### src/rtl/ctrl_pipe_pkg.sv
// Shared opcodes, control-word bit layout and NOP word for the control pipeline.
// Defining CTRL_JALR_EN appends a trailing jalr bit to the control word.
package ctrl_pipe_pkg;

    typedef enum logic [6:0] {
        OP_LOAD   = 7'b0000011,
        OP_IARITH = 7'b0010011,
        OP_AUIPC  = 7'b0010111,
        OP_STORE  = 7'b0100011,
        OP_RTYPE  = 7'b0110011,
        OP_LUI    = 7'b0110111,
        OP_BRANCH = 7'b1100011,
        OP_JALR   = 7'b1100111,
        OP_JAL    = 7'b1101111
    } opcode_e;

`ifdef CTRL_JALR_EN
    localparam int CTRL_W   = 11;
    localparam int LSB_OFS  = 1;
    localparam int BIT_JALR = 0;
`else
    localparam int CTRL_W   = 10;
    localparam int LSB_OFS  = 0;
`endif

    // Layout {reg_write, mem_to_reg, mem_write, load, store, immd, jal, branch, lui, auipc[, jalr]}
    localparam int BIT_AUIPC      = LSB_OFS + 0;
    localparam int BIT_LUI        = LSB_OFS + 1;
    localparam int BIT_BRANCH     = LSB_OFS + 2;
    localparam int BIT_JAL        = LSB_OFS + 3;
    localparam int BIT_IMMD       = LSB_OFS + 4;
    localparam int BIT_STORE      = LSB_OFS + 5;
    localparam int BIT_LOAD       = LSB_OFS + 6;
    localparam int BIT_MEM_WRITE  = LSB_OFS + 7;
    localparam int BIT_MEM_TO_REG = LSB_OFS + 8;
    localparam int BIT_REG_WRITE  = LSB_OFS + 9;

    typedef logic [CTRL_W-1:0] ctrl_word_t;

    localparam ctrl_word_t CTRL_NOP = '0;

endpackage

### src/rtl/ctrl_pipe_unit_decode.sv
// Combinational opcode decode into a control word plus source-register usage flags.
// JALR decoding is only present when CTRL_JALR_EN is defined.
module ctrl_decode
    import ctrl_pipe_pkg::*;
(
    input  logic [6:0] opcode,
    input  logic       valid,
    output ctrl_word_t ctrl,
    output logic       uses_rs1,
    output logic       uses_rs2
);

    always_comb begin
        ctrl     = CTRL_NOP;
        uses_rs1 = 1'b0;
        uses_rs2 = 1'b0;
        if (valid) begin
            // Unknown opcodes still compare rs1; a spurious stall on garbage is harmless
            uses_rs1 = 1'b1;
            case (opcode_e'(opcode))
                OP_RTYPE: begin
                    ctrl[BIT_REG_WRITE] = 1'b1;
                    uses_rs2            = 1'b1;
                end
                OP_IARITH: begin
                    ctrl[BIT_REG_WRITE] = 1'b1;
                    ctrl[BIT_IMMD]      = 1'b1;
                end
                OP_LOAD: begin
                    ctrl[BIT_REG_WRITE]  = 1'b1;
                    ctrl[BIT_MEM_TO_REG] = 1'b1;
                    ctrl[BIT_LOAD]       = 1'b1;
                    ctrl[BIT_STORE]      = 1'b1;
                    ctrl[BIT_IMMD]       = 1'b1;
                end
                OP_STORE: begin
                    ctrl[BIT_MEM_WRITE] = 1'b1;
                    ctrl[BIT_STORE]     = 1'b1;
                    uses_rs2            = 1'b1;
                end
                OP_BRANCH: begin
                    ctrl[BIT_BRANCH] = 1'b1;
                    uses_rs2         = 1'b1;
                end
                OP_JAL: begin
                    ctrl[BIT_REG_WRITE] = 1'b1;
                    ctrl[BIT_JAL]       = 1'b1;
                    uses_rs1            = 1'b0;
                end
                OP_LUI: begin
                    ctrl[BIT_REG_WRITE] = 1'b1;
                    ctrl[BIT_IMMD]      = 1'b1;
                    ctrl[BIT_LUI]       = 1'b1;
                    uses_rs1            = 1'b0;
                end
                OP_AUIPC: begin
                    ctrl[BIT_REG_WRITE] = 1'b1;
                    ctrl[BIT_IMMD]      = 1'b1;
                    ctrl[BIT_AUIPC]     = 1'b1;
                    uses_rs1            = 1'b0;
                end
                OP_JALR: begin
`ifdef CTRL_JALR_EN
                    ctrl[BIT_REG_WRITE] = 1'b1;
                    ctrl[BIT_IMMD]      = 1'b1;
                    ctrl[BIT_JALR]      = 1'b1;
`else
                    uses_rs1            = 1'b0;
`endif
                end
                default: ;
            endcase
        end
    end

endmodule

### src/rtl/ctrl_pipe_unit.sv
// Pipeline control: decode, ID/EX, EX/MEM, MEM/WB control registers, load-use stall
// and post-redirect squash. CTRL_JALR_EN (in the package) adds JALR decode.
module ctrl_pipe_unit
    import ctrl_pipe_pkg::*;
#(
    parameter int REG_AW        = 5,
    parameter int SQUASH_CYCLES = 2
)
(
    input  logic              clk_i,
    input  logic              reset_i,
    input  logic [6:0]        opcode_i,
    input  logic [REG_AW-1:0] rs1_i,
    input  logic [REG_AW-1:0] rs2_i,
    input  logic [REG_AW-1:0] rd_i,
    input  logic              id_valid_i,
    input  logic              redirect_i,
    input  logic              hold_i,
    output logic              stall_o,
    output logic              squash_o,
    output ctrl_word_t        ex_ctrl_o,
    output ctrl_word_t        mem_ctrl_o,
    output ctrl_word_t        wb_ctrl_o,
    output logic [REG_AW-1:0] ex_rd_o,
    output logic [REG_AW-1:0] mem_rd_o,
    output logic [REG_AW-1:0] wb_rd_o
);

    // The redirect cycle is itself the first squashed slot, so only the remainder is counted
    localparam logic [1:0] SQUASH_RELOAD = 2'(SQUASH_CYCLES - 1);

    ctrl_word_t        id_ctrl;
    ctrl_word_t        id_ctrl_gated;
    logic              uses_rs1;
    logic              uses_rs2;
    ctrl_word_t        ex_ctrl;
    ctrl_word_t        mem_ctrl;
    ctrl_word_t        wb_ctrl;
    logic [REG_AW-1:0] ex_rd;
    logic [REG_AW-1:0] mem_rd;
    logic [REG_AW-1:0] wb_rd;
    logic [1:0]        squash_cnt;
    logic              redirect_pending;
    logic              redirect_eff;
    logic              squash_now;
    logic              hazard;
    logic              stall;

    ctrl_decode u_decode (
        .opcode   (opcode_i),
        .valid    (id_valid_i),
        .ctrl     (id_ctrl),
        .uses_rs1 (uses_rs1),
        .uses_rs2 (uses_rs2)
    );

    always_comb begin
        redirect_eff = (redirect_i | redirect_pending) & ~hold_i & ~reset_i;
        squash_now   = ~reset_i & (redirect_eff | (squash_cnt != 2'd0));
        hazard       = ex_ctrl[BIT_LOAD] & (ex_rd != '0) & id_valid_i &
                       ((uses_rs1 & (ex_rd == rs1_i)) | (uses_rs2 & (ex_rd == rs2_i)));
        stall        = hazard & ~hold_i & ~squash_now & ~reset_i;
        id_ctrl_gated = id_ctrl;
        if (rd_i == '0) begin
            id_ctrl_gated[BIT_REG_WRITE] = 1'b0;
        end
    end

    // A redirect seen while frozen is parked in redirect_pending until the hold releases
    always_ff @(posedge clk_i or posedge reset_i) begin
        if (reset_i) begin
            ex_ctrl          <= CTRL_NOP;
            mem_ctrl         <= CTRL_NOP;
            wb_ctrl          <= CTRL_NOP;
            ex_rd            <= '0;
            mem_rd           <= '0;
            wb_rd            <= '0;
            squash_cnt       <= 2'd0;
            redirect_pending <= 1'b0;
        end else if (hold_i) begin
            if (redirect_i) begin
                redirect_pending <= 1'b1;
            end
        end else begin
            redirect_pending <= 1'b0;
            wb_ctrl          <= mem_ctrl;
            wb_rd            <= mem_rd;
            mem_ctrl         <= ex_ctrl;
            mem_rd           <= ex_rd;
            if (squash_now | stall) begin
                ex_ctrl <= CTRL_NOP;
                ex_rd   <= '0;
            end else begin
                ex_ctrl <= id_ctrl_gated;
                ex_rd   <= id_valid_i ? rd_i : '0;
            end
            if (redirect_eff) begin
                squash_cnt <= SQUASH_RELOAD;
            end else if (squash_cnt != 2'd0) begin
                squash_cnt <= squash_cnt - 2'd1;
            end
        end
    end

    assign stall_o    = stall;
    assign squash_o   = squash_now;
    assign ex_ctrl_o  = ex_ctrl;
    assign mem_ctrl_o = mem_ctrl;
    assign wb_ctrl_o  = wb_ctrl;
    assign ex_rd_o    = ex_rd;
    assign mem_rd_o   = mem_rd;
    assign wb_rd_o    = wb_rd;

endmodule

### config.mk
export PLATFORM = sky130hd
export DESIGN_NAME = ctrl_pipe_unit
export DESIGN_NICKNAME = d
export VERILOG_FILES = /design/src/rtl/ctrl_pipe_pkg.sv /design/src/rtl/ctrl_pipe_unit_decode.sv /design/src/rtl/ctrl_pipe_unit.sv
export SDC_FILE = /design/constraint.sdc
export NUM_CORES = 1
export LEC_CHECK = 0
export CORE_AREA = 2 2 72 74
export CTS_CLUSTER_DIAMETER = 30
export CTS_CLUSTER_SIZE = 20
export DETAILED_ROUTE_END_ITERATION = 8
export DIE_AREA = 0 0 74 76
export PLACE_DENSITY_LB_ADDON = 0.12
export RECOVER_POWER = 25
export SYNTH_ARGS = -nofsm -noshare
export SYNTH_HDL_FRONTEND = slang
export SYNTH_SLANG_ARGS = --single-unit
export TNS_END_PERCENT = 5
### constraint.sdc
create_clock -name clk_i -period 2.7 [get_ports clk_i]
set_input_delay 0.27 -clock clk_i [delete_from_list [all_inputs] [get_ports clk_i]]
set_output_delay 0.27 -clock clk_i [all_outputs]
set_load 0.1 [all_outputs]
==> run_results.csv <==
group,metric,value,unit
power_and_ir_drop,leakage,1.41,nW
min_path,hold_class,"reg2reg",
power_and_ir_drop,peakVddDrop,0.302,mV
job,cap_violations,0,
cts,insertion_delay,0.29,ns
setup_path,cp_slowest_cell,"clkdlybuf4s50_1",
route,antenna_left,0,
setup_path,arrival,2.18,ns
die,ios,74,
finish,fin_nets,278,
cts,cts_hold_buffers,0,
power_and_ir_drop,p_clk_share,30.5,%
cts,tritoncts,"built",
setup_path,cpPeakStageDelay,0.56,ns
grt,grt_first_pass_wirelength,7420,um
yosys,async_reset_ff_share,100,%
cts,cts_inserted_buffers,5,
yosys,synth_seq_cells,45,
power_and_ir_drop,power_switching,0.000570,W
sta,fmax,409,MHz
setup_path,worstSetupEndpointType,"primary output",
cts,clock_path_buffers,2,
setup_path,worstSetupPathType,"in2out",
setup_path,crit_buf_inv,3,
yosys,synth_edf_count,0,
setup_path,crit_path_max_fanout,7,
route,routed_wl,4420,um
setup_path,crit_chain,"clkdlybuf4s50_1, and3b_2, a211oi_1, nand3_1, a221oi_2, buf_4, buf_12",
cts,cts_resized,0,
sta,maxSlewViolCount,0,
grt,antenna_found_initial,0,
setup_path,critPathRequiredTime,2.43,ns
cts,postCtsSetupBuffers,0,
cts,path_clk_slew,0.08,ns
finish,area_growth_syn_to_layout,38.6,%
die,core_area,0.00491,mm2
sta,rsz0062_at_grt,"false",
route,drcViolationCount,0,
power_and_ir_drop,p_per_area,599,mW/mm2
setup_path,cp-start-kind,"primary input",
route,drt_first_pass_iters,4,
power_and_ir_drop,switching_share,33.1,%
power_and_ir_drop,totalPowerFinal,0.00172,W
finish,final_cell_mix,"buf_4 (50), dfrtp_1 (45), mux2_2 (28)",
route,vias,1580,
power_and_ir_drop,p_seq_share,43.1,%
setup_path,path_delay_family,"buffers and inverters",
finish,diodes,0,
yosys,ys_seq_area_share,54.4,%
power_and_ir_drop,combPwrFrac,26.4,%
route,wl_per_cell,13.8,um
sta,fin_skew,0.00362,ns
sta,fin_crit,2.45,ns
finish,fillCellCount,436,
outcome,status,"complete, no violations",
yosys,ys_types,40,
yosys,syn_area,0.00207,mm2
yosys,synthFlopType,"dfrtp_1",
sta,tightestPinTransition,1.25,ns
placed_design,place_area,0.00276,mm2
sta,hold_viol_final,0,
placed_design,io_buffers,73,
finish,design_area,0.00287,mm2
route,drtIter0Drc,70,
placed_design,dp_hpwl,3430,um
sta,fin_setup_tns,0,ns
die,initial_core_util,42.1,%
grt,grt_pass1_vias,1585,
die,rows,26,
die,die_h,76,um
grt,grt_max_degree,30,
finish,layout_commonest_cell,"buf_4",
placed_design,gp_congestion,0.816,
power_and_ir_drop,internal_power,0.00115,W
finish,utilization,58.4,%
route,viasPerCell,4.92,
sta,period_share,90.6,%
die,die-area,0.00562,mm2
yosys,synthesis.nets,203,
yosys,yosys_warnings,0,
yosys,syn_inst,175,
grt,grt-ovfl-total,0,
die,die_x,74,um
finish,drive_above_1_share,37.8,%
sta,setup_viol,0,
cts,root_buffer,"clkbuf_8",
sta,slew_headroom,16.6,%
cts,ctsHtreeMaxLevel,2,
yosys,avgSynthCellArea,11.8,um2
cts,cts_sinks,45,
grt,grt_usage,16.7,%
## flip-flops by register name, indices dropped and copies added, names as in the netlist
name	cells
ex_rd_o	5
wb_rd_o	5
ex_ctrl_o	9
mem_ctrl_o	9
mem_rd_o	5
squash_cnt	2
wb_ctrl_o	9
redirect_pending	1
## kinds of logic after synthesis
logic type	Yosys count	synth area share, %
AOI/OAI and AO/OA	25	8.22
adders and majority gates	1	0.604
buffers and inverters	14	4.11
xor gates and xnor gates	10	4.23
muxes	28	15.2
DFF	45	54.4
and+or+nand+nor	52	13.2
## metal layers
metal | vias up | track usage [%] | routed length (um)
met2 | 49 | 26.4 | 2070
li1 | 767 | - | -
met3 | 4 | 4.37 | 244
met5 | - | 0 | 0
met4 | 0 | 4.36 | 35
met1 | 760 | 22.5 | 2070
## synth_stat cells (2+ instances only)
library cell	count	area, um2
xor2_1	8	70.1
nor2_1	7	26.3
nand2_1	21	78.8
o21ai_1	2	10.0
inv_1	4	15.0
o31ai_1	2	15.0
nand3_1	5	25.0
clkbuf_8	2	27.5
o21a_1	2	15.0
nor3_1	4	20.0
o21ai_0	10	50.1
xnor2_1	2	17.5
mux2_2	28	315
or4_1	4	30.0
clkbuf_1	3	11.3
dfrtp_1	45	1130
buf_4	3	22.5
## metrics by stage
step | hold slack (ns) | setup slack (ns) | instances
final | 0.467 | 0.254 | 321
after global routing | 0.517 | 0.114 | 321
after CTS | 0.417 | 0.279 | 321
after detailed placement | 0.464 | 0.308 | 313
after global placement | 0.451 | 0.342 | 313
after floorplan | 0.367 | 0.279 | 175
## power by group through the flow
stage | registers, W | clock network, W | logic, W
after floorplan | 0.000929 | 0 | 0.000158
after global placement | 0.000755 | 0 | 0.000457
after detailed placement | 0.000755 | 0 | 0.000461
after CTS | 0.000742 | 0.000540 | 0.000461
after global routing | 0.000749 | 0.000558 | 0.000481
final | 0.000741 | 0.000525 | 0.000453
## path summary, 6_finish.rpt
check,endpoint,cells past startpoint,slack [ns],from
worst max-delay path,stall_o,7,0.25,opcode_i[4]
worst min-delay path,squash_cnt[0],1,0.47,squash_cnt[0]
worst max register to register,ex_ctrl_o[9],6,0.69,squash_cnt[0]
worst min register to register,squash_cnt[0],1,0.47,squash_cnt[0]
max in group asynchronous,wb_ctrl_o[3],3,0.47,reset_i
min in group asynchronous,ex_rd_o[2],2,0.62,reset_i
## area by class of cell
cell class | instances | area, um2 | area share, %
flip-flops and latches | 45 | 1130 | 39.2
multi-input cells | 116 | 858 | 29.9
repair buffers | 78 | 662 | 23.1
well taps | 70 | 87.6 | 3.05
clock buffers | 6 | 82.6 | 2.88
clock inverters | 2 | 37.5 | 1.31
inverters | 4 | 15.0 | 0.523
Power figures use the tool's default switching activity.
